--- config.mk ---
export PLATFORM = sky130hd
export DESIGN_NAME = uart_rx_sequencer
export DESIGN_NICKNAME = d
export VERILOG_FILES = /design/src/rtl/uart_rx_seq_pkg.sv /design/src/rtl/uart_rx_seq_fifo.sv /design/src/rtl/uart_rx_sequencer.sv
export SDC_FILE = /design/constraint.sdc
export NUM_CORES = 1
export LEC_CHECK = 0
export BUFFER_PORTS_ARGS = -buffer_cell sky130_fd_sc_hd__buf_4
export CORE_AREA = 2 2 99 63
export CTS_BUF_LIST = sky130_fd_sc_hd__clkbuf_8
export CTS_CLUSTER_DIAMETER = 120
export DETAILED_ROUTE_END_ITERATION = 8
export DIE_AREA = 0 0 101 65
export MAX_ROUTING_LAYER = met4
export PLACE_DENSITY = 0.6
export SLEW_MARGIN = 30
export SYNTH_ARGS = -nofsm -noshare
export SYNTH_HDL_FRONTEND = slang
export SYNTH_HIERARCHICAL = 1
export SYNTH_SLANG_ARGS = --single-unit
--- constraint.sdc ---
create_clock -name clk -period 2.07 [get_ports clk]
set_clock_uncertainty 0.1 [all_clocks]
set_input_delay 0.414 -clock clk [delete_from_list [all_inputs] [get_ports clk]]
set_output_delay 0.414 -clock clk [all_outputs]
set_load 0.02 [all_outputs]
--- src/rtl/uart_rx_seq_pkg.sv ---
// Shared types and default sizing for the UART receive sequencer.
package uart_rx_seq_pkg;

  localparam int DEF_DATA_W = 8;
  localparam int DEF_DEPTH  = 4;

  // IDLE: nothing pending; IRQ: head byte offered to the CPU; GAP: one low cycle between bytes
  typedef enum logic [1:0] {
    IDLE = 2'd0,
    IRQ  = 2'd1,
    GAP  = 2'd2
  } state_t;

endpackage

--- src/rtl/uart_rx_seq_fifo.sv ---
// Byte FIFO for the UART receive sequencer: array storage (no reset needed),
// wrapping read/write pointers and an occupancy counter. A push while full
// is accepted only when a pop happens on the same edge.
module uart_rx_seq_fifo
  import uart_rx_seq_pkg::*;
#(
  parameter int DEPTH  = DEF_DEPTH,
  parameter int DATA_W = DEF_DATA_W
) (
  input  logic                     clk,
  input  logic                     rst,
  input  logic                     push,
  input  logic                     pop,
  input  logic [DATA_W-1:0]        din,
  output logic [DATA_W-1:0]        head,
  output logic [$clog2(DEPTH):0]   level,
  output logic                     full,
  output logic                     empty
);

  localparam int PW = (DEPTH > 1) ? $clog2(DEPTH) : 1;
  localparam int LW = $clog2(DEPTH) + 1;

  logic [DATA_W-1:0] mem [DEPTH];
  logic [PW-1:0]     wr_ptr_reg;
  logic [PW-1:0]     rd_ptr_reg;
  logic [LW-1:0]     level_reg;
  logic              do_push;
  logic              do_pop;

  assign empty   = (level_reg == '0);
  assign full    = (level_reg == LW'(DEPTH));
  assign do_pop  = pop && !empty;
  assign do_push = push && (!full || do_pop);
  assign level   = level_reg;
  // Head is read straight from the array so it is valid as soon as level is nonzero
  assign head    = mem[rd_ptr_reg];

  // Storage write; contents are don't-care until written, so no reset
  always_ff @(posedge clk) begin
    if (do_push) begin
      mem[wr_ptr_reg] <= din;
    end
  end

  // Pointers and occupancy; pointers wrap naturally because DEPTH is a power of two
  always_ff @(posedge clk or negedge rst) begin
    if (!rst) begin
      wr_ptr_reg <= '0;
      rd_ptr_reg <= '0;
      level_reg  <= '0;
    end else begin
      if (do_push) wr_ptr_reg <= wr_ptr_reg + PW'(1);
      if (do_pop)  rd_ptr_reg <= rd_ptr_reg + PW'(1);
      case ({do_push, do_pop})
        2'b10:   level_reg <= level_reg + LW'(1);
        2'b01:   level_reg <= level_reg - LW'(1);
        default: level_reg <= level_reg;
      endcase
    end
  end

endmodule

--- src/rtl/uart_rx_sequencer.sv ---
// UART receive sequencer: buffers received bytes and hands them to the CPU one
// at a time through a registered interrupt with a one-cycle low gap between
// bytes. Tracks a sticky overflow flag for dropped bytes.
// Optional feature: define UART_RX_SEQ_DROP_CNT_EN to build the saturating
// dropped-byte counter; otherwise drop_cnt is tied to zero.
module uart_rx_sequencer
  import uart_rx_seq_pkg::*;
#(
  parameter int DEPTH  = DEF_DEPTH,
  parameter int DATA_W = DEF_DATA_W
) (
  input  logic                     clk,
  input  logic                     rst,
  input  logic                     rx_valid,
  input  logic [DATA_W-1:0]        rx_byte,
  output logic                     int0,
  output logic [DATA_W-1:0]        uart_to_cpu,
  input  logic                     cpu_end_read,
  output logic [$clog2(DEPTH):0]   level,
  output logic                     overflow,
  input  logic                     clr_ovf,
  output logic [7:0]               drop_cnt
);

  state_t state_reg;
  state_t state_next;
  logic   pop;
  logic   drop;
  logic   fifo_full;
  logic   fifo_empty;
  logic   int0_reg;
  logic   overflow_reg;
  logic   overflow_next;

  uart_rx_seq_fifo #(
    .DEPTH  (DEPTH),
    .DATA_W (DATA_W)
  ) u_fifo (
    .clk   (clk),
    .rst   (rst),
    .push  (rx_valid),
    .pop   (pop),
    .din   (rx_byte),
    .head  (uart_to_cpu),
    .level (level),
    .full  (fifo_full),
    .empty (fifo_empty)
  );

  // A byte is lost only when the FIFO is full and no pop frees a slot this edge
  assign drop = rx_valid && fifo_full && !pop;

  // Next-state logic; the CPU strobe only matters while the interrupt is up
  always_comb begin
    state_next = state_reg;
    pop        = 1'b0;
    case (state_reg)
      IDLE: begin
        if (!fifo_empty) state_next = IRQ;
      end
      IRQ: begin
        if (cpu_end_read) begin
          pop        = 1'b1;
          state_next = GAP;
        end
      end
      GAP: begin
        state_next = fifo_empty ? IDLE : IRQ;
      end
      default: state_next = IDLE;
    endcase
  end

  // State register and registered interrupt (high exactly while in IRQ)
  always_ff @(posedge clk or negedge rst) begin
    if (!rst) begin
      state_reg <= IDLE;
      int0_reg  <= 1'b0;
    end else begin
      state_reg <= state_next;
      int0_reg  <= (state_next == IRQ);
    end
  end

  assign int0 = int0_reg;

  // Sticky overflow: a new drop takes priority over a coincident clear
  always_comb begin
    overflow_next = overflow_reg;
    if (drop)         overflow_next = 1'b1;
    else if (clr_ovf) overflow_next = 1'b0;
  end

  // Overflow flag register
  always_ff @(posedge clk or negedge rst) begin
    if (!rst) overflow_reg <= 1'b0;
    else      overflow_reg <= overflow_next;
  end

  assign overflow = overflow_reg;

`ifdef UART_RX_SEQ_DROP_CNT_EN
  logic [7:0] drop_cnt_reg;
  logic [7:0] drop_cnt_next;

  // Saturating drop counter; a drop wins over a coincident clear
  always_comb begin
    drop_cnt_next = drop_cnt_reg;
    if (drop) begin
      if (drop_cnt_reg != 8'hFF) drop_cnt_next = drop_cnt_reg + 8'd1;
    end else if (clr_ovf) begin
      drop_cnt_next = 8'd0;
    end
  end

  // Drop counter register
  always_ff @(posedge clk or negedge rst) begin
    if (!rst) drop_cnt_reg <= 8'd0;
    else      drop_cnt_reg <= drop_cnt_next;
  end

  assign drop_cnt = drop_cnt_reg;
`else
  assign drop_cnt = 8'd0;
`endif

endmodule
==> flow_metrics.env, run 1 <==
export IMPL_synthesis_area_sq_um=1900
export IMPL_drt_iter0_drc=62
export IMPL_dr_pass1_iters=4
export IMPL_met2_length_um=1540
export IMPL_antenna_cells=0
export IMPL_path_max_fanout=3
export IMPL_syn2layout_area_growth_pct=23.6
export IMPL_dp_hpwl_um=2300
export IMPL_nets=171
export IMPL_grt_overflow_total=0
export IMPL_rows=22
export IMPL_drtAntennaViolNets=0
export IMPL_yosys_top_cells_count="32 x edfxtp_1, 11 x dfrtp_1, 9 x inv_1"
export IMPL_final_util_pct=40.6
export IMPL_port_buffers=25
export IMPL_placed_cell_area_sq_um=2180
export IMPL_route_top_layer_used="met4"
export IMPL_power_density_nw_per_um2=1500
export IMPL_tns_ns=0
export IMPL_path_clk_slew_ns=0.09
export IMPL_hold_viol=0
export IMPL_num_vias=1013
export IMPL_postSynthCellCount=117
export IMPL_cp_data_required_time_ns=1.56
export IMPL_yosys_area_top_type="edfxtp_1"
export IMPL_ys_seq_area_share_pct=65.0
export IMPL_grt_setup_unrepaired="true"
export IMPL_coreArea_sq_um=5780
export IMPL_synthArstFlopShare_pct=25.6
export IMPL_synth_seq_cells=43
export IMPL_maxCapViolCount=0
export IMPL_period_minus_slack_ns=2.01
export IMPL_root_buffer="clkbuf_8"
export IMPL_routed_wl_um=3340
export IMPL_critPathTopFamily="multiplexers"
export IMPL_clock_path_buffers=2
export IMPL_crit_type="register to primary output"
export IMPL_largest_reg_flops=32
export IMPL_grt_max_degree=15
export IMPL_cts_htree_levels=2
export IMPL_syn_avg_cell_area_sq_um=16.2
export IMPL_synth_ff_type="edfxtp_1"
export IMPL_fillCellCount=520
export IMPL_drc=0
export IMPL_status="complete, no violations"
export IMPL_combPwrFrac_pct=41.0
export IMPL_fp_dieArea_sq_um=6570
export IMPL_clk_latency_ns=0.29
export IMPL_cts_tree="done"
export IMPL_cpPeakStageDelay_ns=0.52
export IMPL_synth_most_common_cell="edfxtp_1"
export IMPL_synth_top_area_share_pct=50.6
export IMPL_startpoint_type="register"
export IMPL_synthTopCellsByArea="edfxtp_1 51%, dfrtp_1 14%, mux4_2 9.5%"
export IMPL_final_area_sq_um=2350
export IMPL_power_switching_w=0.00114
export IMPL_yosysUniqueCellTypes=34
export IMPL_route_met3_wl_um=154
export IMPL_ir_drop_mv=0.536
export IMPL_cpMaxStageDelayCell="mux4_2"
export IMPL_viasPerCell=4.48
export IMPL_min_path_type="input pin to register"
export IMPL_grt_pass1_vias=1088
export IMPL_end_kind="primary output"
export IMPL_setup_ws_ns=0.0593
export IMPL_synth_edf_count=32
export IMPL_grt_pass1_wl_um=5440
export IMPL_critical_path_arrival_ns=1.50
export IMPL_drive_gt1_share_pct=42.2
export IMPL_leakage_nw=0.919
export IMPL_setup_violations_final=0
export IMPL_seq_power_share_pct=37.0
export IMPL_die_h_um=65
export IMPL_die_x_um=101
export IMPL_numCtsBuffers=5
export IMPL_clock_fmax_mhz=497
export IMPL_path_cells="buf_4, mux4_2, buf_4"
export IMPL_initial_core_util_pct=32.9
export IMPL_pin_count=34
export IMPL_swShare_pct=32.5
export IMPL_yosys_warnings=6
export IMPL_p_clk_share_pct=22.0
export IMPL_internal_power_w=0.00238
export IMPL_period_share_pct=97.1
export IMPL_crit_buf_inv=2
export IMPL_grt_usage_pct=11.7
export IMPL_m1WireLength_um=1620
export IMPL_detailedPlace_worstSlack_ns=-0.0442
export IMPL_routedWlPerCell_um=14.8
export IMPL_path_common_cell="buf_4"
export IMPL_antenna_found_initial=0
export IMPL_clkSinkCount=43
export IMPL_gp_congestion=0.746
export IMPL_slew_violations=0
[through the flow]
step / cells / hold slack, ns / total power [W]
after global routing: 226 / 0.193 / 0.00374
final: 226 / 0.205 / 0.00352
after CTS: 225 / 0.194 / 0.00352
after global placement: 216 / 0.158 / 0.00268
after floorplan: 124 / 0.0184 / 0.00224
after detailed placement: 216 / 0.162 / 0.00273
[cell usage in the layout (no fill, tap or decap), types with 2 or more instances in the layout]
cell type   n
edfxtp_1   32
buf_4      30
inv_1       9
conb_1      8
dfrtp_1     8
mux4_2      8
clkbuf_8    5
and2_2      4
ha_1        4
buf_6       3
nor2_1      3
xnor2_1     3
dfrtp_2     3
and3b_2     2
o22ai_1     2
nand2_1     2
bufinv_16   2
xor2_1      2
nand3_1     2
o211ai_1    2
o21ai_0     2
[what timing repair did]
item                                    CTS  global route
hold endpoints to repair                 11             0
resized for setup                         0             6
buffers inserted                          0             1
endpoints found under the setup margin    0             8
hold buffers                              1             0
[path summary, 6_finish.rpt]
path                                      start              endpoint  slack (ns)  cells after the start
max                        u_fifo/rd_ptr_reg[0]        uart_to_cpu[1]        0.06                      3
min                                     clr_ovf              overflow        0.20                      2
max reg2reg                     u_fifo/level[0]       u_fifo/level[1]        0.06                      6
min reg2reg                        state_reg[0]          state_reg[0]        0.43                      1
max in group asynchronous                   rst  u_fifo/rd_ptr_reg[1]        1.33                      2
min in group asynchronous                   rst                  int0        0.38                      2
[metal layers]
metal  track usage [%]  vias up
li1                  -      482
met3              3.78        3
met5                 -        -
met2              17.2       24
met1              15.4      504
met4              3.89        0
[power by group through the flow]
stage	Combinational, W	Sequential (W)	Clock (W)
final	0.00144	0.00131	0.000774
after CTS	0.00142	0.00131	0.000796
after floorplan	0.000896	0.00134	0
after global routing	0.00157	0.00134	0.000833
after global placement	0.00137	0.00131	0
after detailed placement	0.00141	0.00132	0
[area by class of cell]
cell class              count  area (sq um)  share of cell area, %
clock buffers               5          68.8                   2.93
clock inverters             3          67.6                   2.88
inverters                   9          33.8                   1.44
multi-input cells          60           581                   24.7
flip-flops and latches     43          1240                   52.8
well taps                  72          90.1                   3.83
repair buffers             34           269                   11.4
[cells by family (layout without fill, tap and decap cells)]
group	Yosys count	after routing	share of synthesized area, %
DFF	43	43	65.0
buffers and inverters	21	51	6.25
muxes	9	9	10.3
xor gates and xnor gates	5	5	2.30
adders and majority gates	5	5	3.69
AOI/OAI and AO/OA	12	12	5.33
other	1	8	0.197
and+or+nand+nor	21	21	6.91
No activity file was read; power rests on OpenSTA's default activity.
==> run 2, diff against run 1 <==
Settings changed: PLACE_DENSITY 0.6 to 0.58, RECOVER_POWER from default to 50.
Clock period 2.07 ns to 2.2 ns, I/O delays scaled along.
==> flow_metrics.env, run 2 (synthesis results as in run 1) <==
export IMPL_r2r_start="u_fifo/level[0]"
export IMPL_period_minus_slack_ns=2.10
export IMPL_finalPower_w=0.00312
export IMPL_drc=0
export IMPL_largest_reg_flops=32
export IMPL_worstSetupStartpoint="u_fifo/rd_ptr_reg[0]"
export IMPL_whs_path_depth=2
export IMPL_num_vias=1047
export IMPL_grt_pass1_wl_um=5350
export IMPL_final_cell_mix="32 x edfxtp_1, 20 x buf_4, 11 x clkbuf_1, 11 x dfrtp_1, 9 x inv_1"
export IMPL_numCtsBuffers=5
export IMPL_path_cells="buf_6, mux4_2, buf_4"
export IMPL_pin_count=34
export IMPL_status="complete, no violations"
export IMPL_port_buffers=25
export IMPL_tns_ns=0
export IMPL_cpPeakStageDelay_ns=0.52
export IMPL_drive_gt1_share_pct=30.7
export IMPL_hold_viol=0
export IMPL_grt_setup_unrepaired="false"
export IMPL_ff2ff_setup_slack_ns=0.16
export IMPL_viasPerCell=4.65
export IMPL_post_cts_buffers=0
export IMPL_cpMaxStageDelayCell="mux4_2"
export IMPL_end_kind="primary output"
export IMPL_gp_congestion=0.718
export IMPL_leakage_nw=0.868
export IMPL_path_clk_slew_ns=0.08
export IMPL_path_max_fanout=8
export IMPL_setup_violations_final=0
export IMPL_layout_cells_most_common="edfxtp_1"
export IMPL_critPathTopFamily="multiplexers"
export IMPL_rows=22
export IMPL_initial_core_util_pct=32.9
export IMPL_nets=170
export IMPL_cts_tree="done"
export IMPL_fp_dieArea_sq_um=6570
export IMPL_slew_violations=0
export IMPL_fillCellCount=553
export IMPL_crit_buf_inv=2
export IMPL_min_path_type="input pin to register"
export IMPL_startpoint_type="register"
export IMPL_maxCapViolCount=0
export IMPL_grt_pass1_vias=1128
export IMPL_clock_fmax_mhz=477
export IMPL_grt_max_degree=15
export IMPL_cp_data_required_time_ns=1.66
export IMPL_routedWlPerCell_um=14.8
export IMPL_grt_overflow_total=0
export IMPL_root_buffer="clkbuf_8"
export IMPL_die_h_um=65
export IMPL_routed_wl_um=3340
export IMPL_dp_hpwl_um=2410
export IMPL_antenna_cells=0
export IMPL_period_share_pct=95.3
export IMPL_grt_usage_pct=11.5
export IMPL_slew_headroom_pct=56.2
export IMPL_hp_start="clr_ovf"
export IMPL_cp_depth=3
export IMPL_power_density_nw_per_um2=1380
export IMPL_crit_type="register to primary output"
export IMPL_dr_pass1_iters=4
export IMPL_drtAntennaViolNets=0
export IMPL_clkSinkCount=43
export IMPL_syn2layout_area_growth_pct=18.8
export IMPL_die_x_um=101
export IMPL_clk_latency_ns=0.29
export IMPL_coreArea_sq_um=5780
export IMPL_worstMarginPinSlew_ns=0.657
export IMPL_critical_path_arrival_ns=1.56
export IMPL_ir_drop_mv=0.509
export IMPL_ff2ff_path_depth=6
export IMPL_cts_htree_levels=2
export IMPL_antenna_found_initial=0
export IMPL_drt_iter0_drc=29
export IMPL_clock_path_buffers=2
run 2: per-layer routing:
metal / global-route usage [%] / up-vias / share of wire, %
li1: - / 488 / -
met1: 13.2 / 519 / 44
met2: 18.9 / 33 / 49
met3: 3.78 / 7 / 5.2
met4: 4.22 / 0 / 1.6
met5: - / - / 0
run 2: what timing repair did:
| action | 4_1_cts | 5_1_grt |
|---|---|---|
| endpoints found under the setup margin | 0 | 7 |
| hold buffers | 1 | 0 |
| gates resized for setup | 0 | 3 |
| hold endpoints to repair | 11 | 0 |
run 2: layout make-up:
type,instances,area (sq um),share of cell area (%)
Clock buffer,5,68.8,3.05
Clock inverter,3,43.8,1.94
Inverter,9,33.8,1.50
Multi-Input combinational cell,60,572,25.3
Sequential cell,43,1240,54.8
Tap cell,72,90.1,3.99
Timing Repair Buffer,33,213,9.42
run 2: where the power goes:
group	leakage, nW	total [W]	switching, W	internal, W
Clock	0.0581	0.000603	0.000265	0.000338
Sequential	0.426	0.00122	0.000119	0.00110
Combinational	0.384	0.00130	0.000676	0.000622
Total	0.868	0.00312	0.00106	0.00206
run 2: through the flow:
stage	util [%]	setup WS [ns]	hold slack, ns	instance area, sq um	std cells
finish	39.0	0.103	0.235	2260	225
global route	39.0	0.0236	0.238	2260	225
CTS	39.7	0.0308	0.227	2290	225
detailed placement	37.6	0.0679	0.188	2170	216
global placement	37.6	0.125	0.184	2170	216
floorplan	-	0.0377	0.0444	1930	124
run 2: final timing paths:
check                                   to
max in group asynchronous  u_fifo/level[1]
max                         uart_to_cpu[1]
min                               overflow
max reg2reg                u_fifo/level[1]
min in group asynchronous  u_fifo/level[2]
min reg2reg                           int0
==> run 3, diff against run 2 <==
Settings changed: MAX_ROUTING_LAYER met4 to default.
==> flow_metrics.env, run 3 (synthesis results as in run 1) <==
export IMPL_status="complete, no violations"
export IMPL_grt_pass1_vias=1127
export IMPL_end_kind="primary output"
export IMPL_viasPerCell=4.66
export IMPL_gp_congestion=0.710
export IMPL_path_clk_slew_ns=0.08
export IMPL_startpoint_type="register"
export IMPL_port_buffers=25
export IMPL_slew_violations=0
export IMPL_grt_pass1_wl_um=5350
export IMPL_dp_hpwl_um=2410
export IMPL_leakage_nw=0.868
export IMPL_root_buffer="clkbuf_8"
export IMPL_die_h_um=65
export IMPL_num_vias=1048
export IMPL_coreArea_sq_um=5780
export IMPL_cpMaxStageDelayCell="mux4_2"
export IMPL_maxCapViolCount=0
export IMPL_setup_ws_ns=0.103
export IMPL_nets=170
export IMPL_pin_count=34
export IMPL_grt_max_degree=15
export IMPL_ir_drop_mv=0.507
export IMPL_cts_tree="done"
export IMPL_period_minus_slack_ns=2.10
export IMPL_tns_ns=0
export IMPL_grt_usage_pct=11.2
export IMPL_drc=0
export IMPL_critical_path_arrival_ns=1.56
export IMPL_clkSinkCount=43
export IMPL_dr_pass1_iters=4
export IMPL_post_cts_buffers=0
export IMPL_clock_path_buffers=2
export IMPL_routed_wl_um=3340
export IMPL_antenna_found_initial=0
export IMPL_worstMarginPinSlew_ns=0.656
export IMPL_rows=22
export IMPL_largest_reg_flops=32
export IMPL_crit_type="register to primary output"
export IMPL_slew_headroom_pct=56.3
export IMPL_fp_dieArea_sq_um=6570
export IMPL_power_density_nw_per_um2=1380
export IMPL_numCtsBuffers=5
export IMPL_placed_cells=216
export IMPL_cpPeakStageDelay_ns=0.52
export IMPL_setup_violations_final=0
export IMPL_final_cell_mix="32 x edfxtp_1, 20 x buf_4, 11 x clkbuf_1, 11 x dfrtp_1, 9 x inv_1"
export IMPL_finalNonFillerCells=225
export IMPL_grt_setup_unrepaired="false"
export IMPL_min_path_type="input pin to register"
export IMPL_clk_latency_ns=0.29
export IMPL_layout_cells_most_common="edfxtp_1"
export IMPL_drtAntennaViolNets=0
export IMPL_syn2layout_area_growth_pct=18.8
export IMPL_grt_overflow_total=0
export IMPL_period_share_pct=95.3
export IMPL_die_x_um=101
export IMPL_cts_htree_levels=2
export IMPL_cp_data_required_time_ns=1.66
export IMPL_hold_viol=0
export IMPL_path_cells="buf_6, mux4_2, buf_4"
export IMPL_routedWlPerCell_um=14.8
export IMPL_antenna_cells=0
export IMPL_initial_core_util_pct=32.9
export IMPL_clock_fmax_mhz=477
export IMPL_drt_iter0_drc=29
export IMPL_drive_gt1_share_pct=30.7
export IMPL_detailedPlace_worstSlack_ns=0.0679
export IMPL_path_max_fanout=8
-- run 3: cell counts in the layout (fill, tap and decap cells not counted) --
No cell type changed its count.
-- run 3: final timing paths --
path | start | end | slack [ns] | depth (start not counted)
min in group asynchronous | rst | u_fifo/level[2] | 0.59 | 2
max in group asynchronous | rst | u_fifo/level[1] | 0.99 | 2
min reg2reg | state_reg[0] | int0 | 0.43 | 1
max reg2reg | u_fifo/level[0] | u_fifo/level[1] | 0.16 | 6
min | clr_ovf | overflow | 0.24 | 2
max | u_fifo/rd_ptr_reg[0] | uart_to_cpu[1] | 0.10 | 3
-- run 3: per-stage QoR --
stage	instance area (sq um)	hold WS, ns	power (W)	utilization, %
floorplan	1930	0.0444	0.00209	-
global placement	2170	0.184	0.00251	37.6
detailed placement	2170	0.188	0.00258	37.6
CTS	2290	0.227	0.00319	39.7
global route	2260	0.238	0.00333	39.0
finish	2260	0.236	0.00312	39.0
-- run 3: worst max-delay path, delay by kind of cell, from the launching register on --
family / cells / cell delay (ns)
buffers and inverters: 2 / 0.36
flip-flops: 1 / 0.38
multiplexers: 1 / 0.52
-- run 3: what timing repair did --
action,CTS,global route
hold buffers,1,0
gates resized for setup,0,3
hold endpoints to repair,11,0
setup endpoints to repair,0,7
-- run 3: layout make-up --
type                            instances  area, sq um
Fill cell                             553         3520
Tap cell                               72         90.1
Sequential cell                        43         1240
Inverter                                9         33.8
Clock inverter                          3         43.8
Clock buffer                            5         68.8
Timing Repair Buffer                   33          213
Multi-Input combinational cell         60          572
-- run 3: routing by layer --
| layer | up-vias | share of wire (%) | global-route usage (%) |
|---|---|---|---|
| li1 | 488 | - | - |
| met1 | 520 | 44 | 13.3 |
| met2 | 33 | 49 | 18.8 |
| met3 | 7 | 5.2 | 3.78 |
| met4 | 0 | 1.6 | 4.22 |
| met5 | - | 0 | 0 |
-- run 3: report_power, final --
part / total [W] / internal [W] / switching [W]
sequential: 0.00122 / 0.00110 / 0.000120
combinational: 0.00130 / 0.000622 / 0.000676
clock: 0.000602 / 0.000338 / 0.000264
total: 0.00312 / 0.00206 / 0.00106
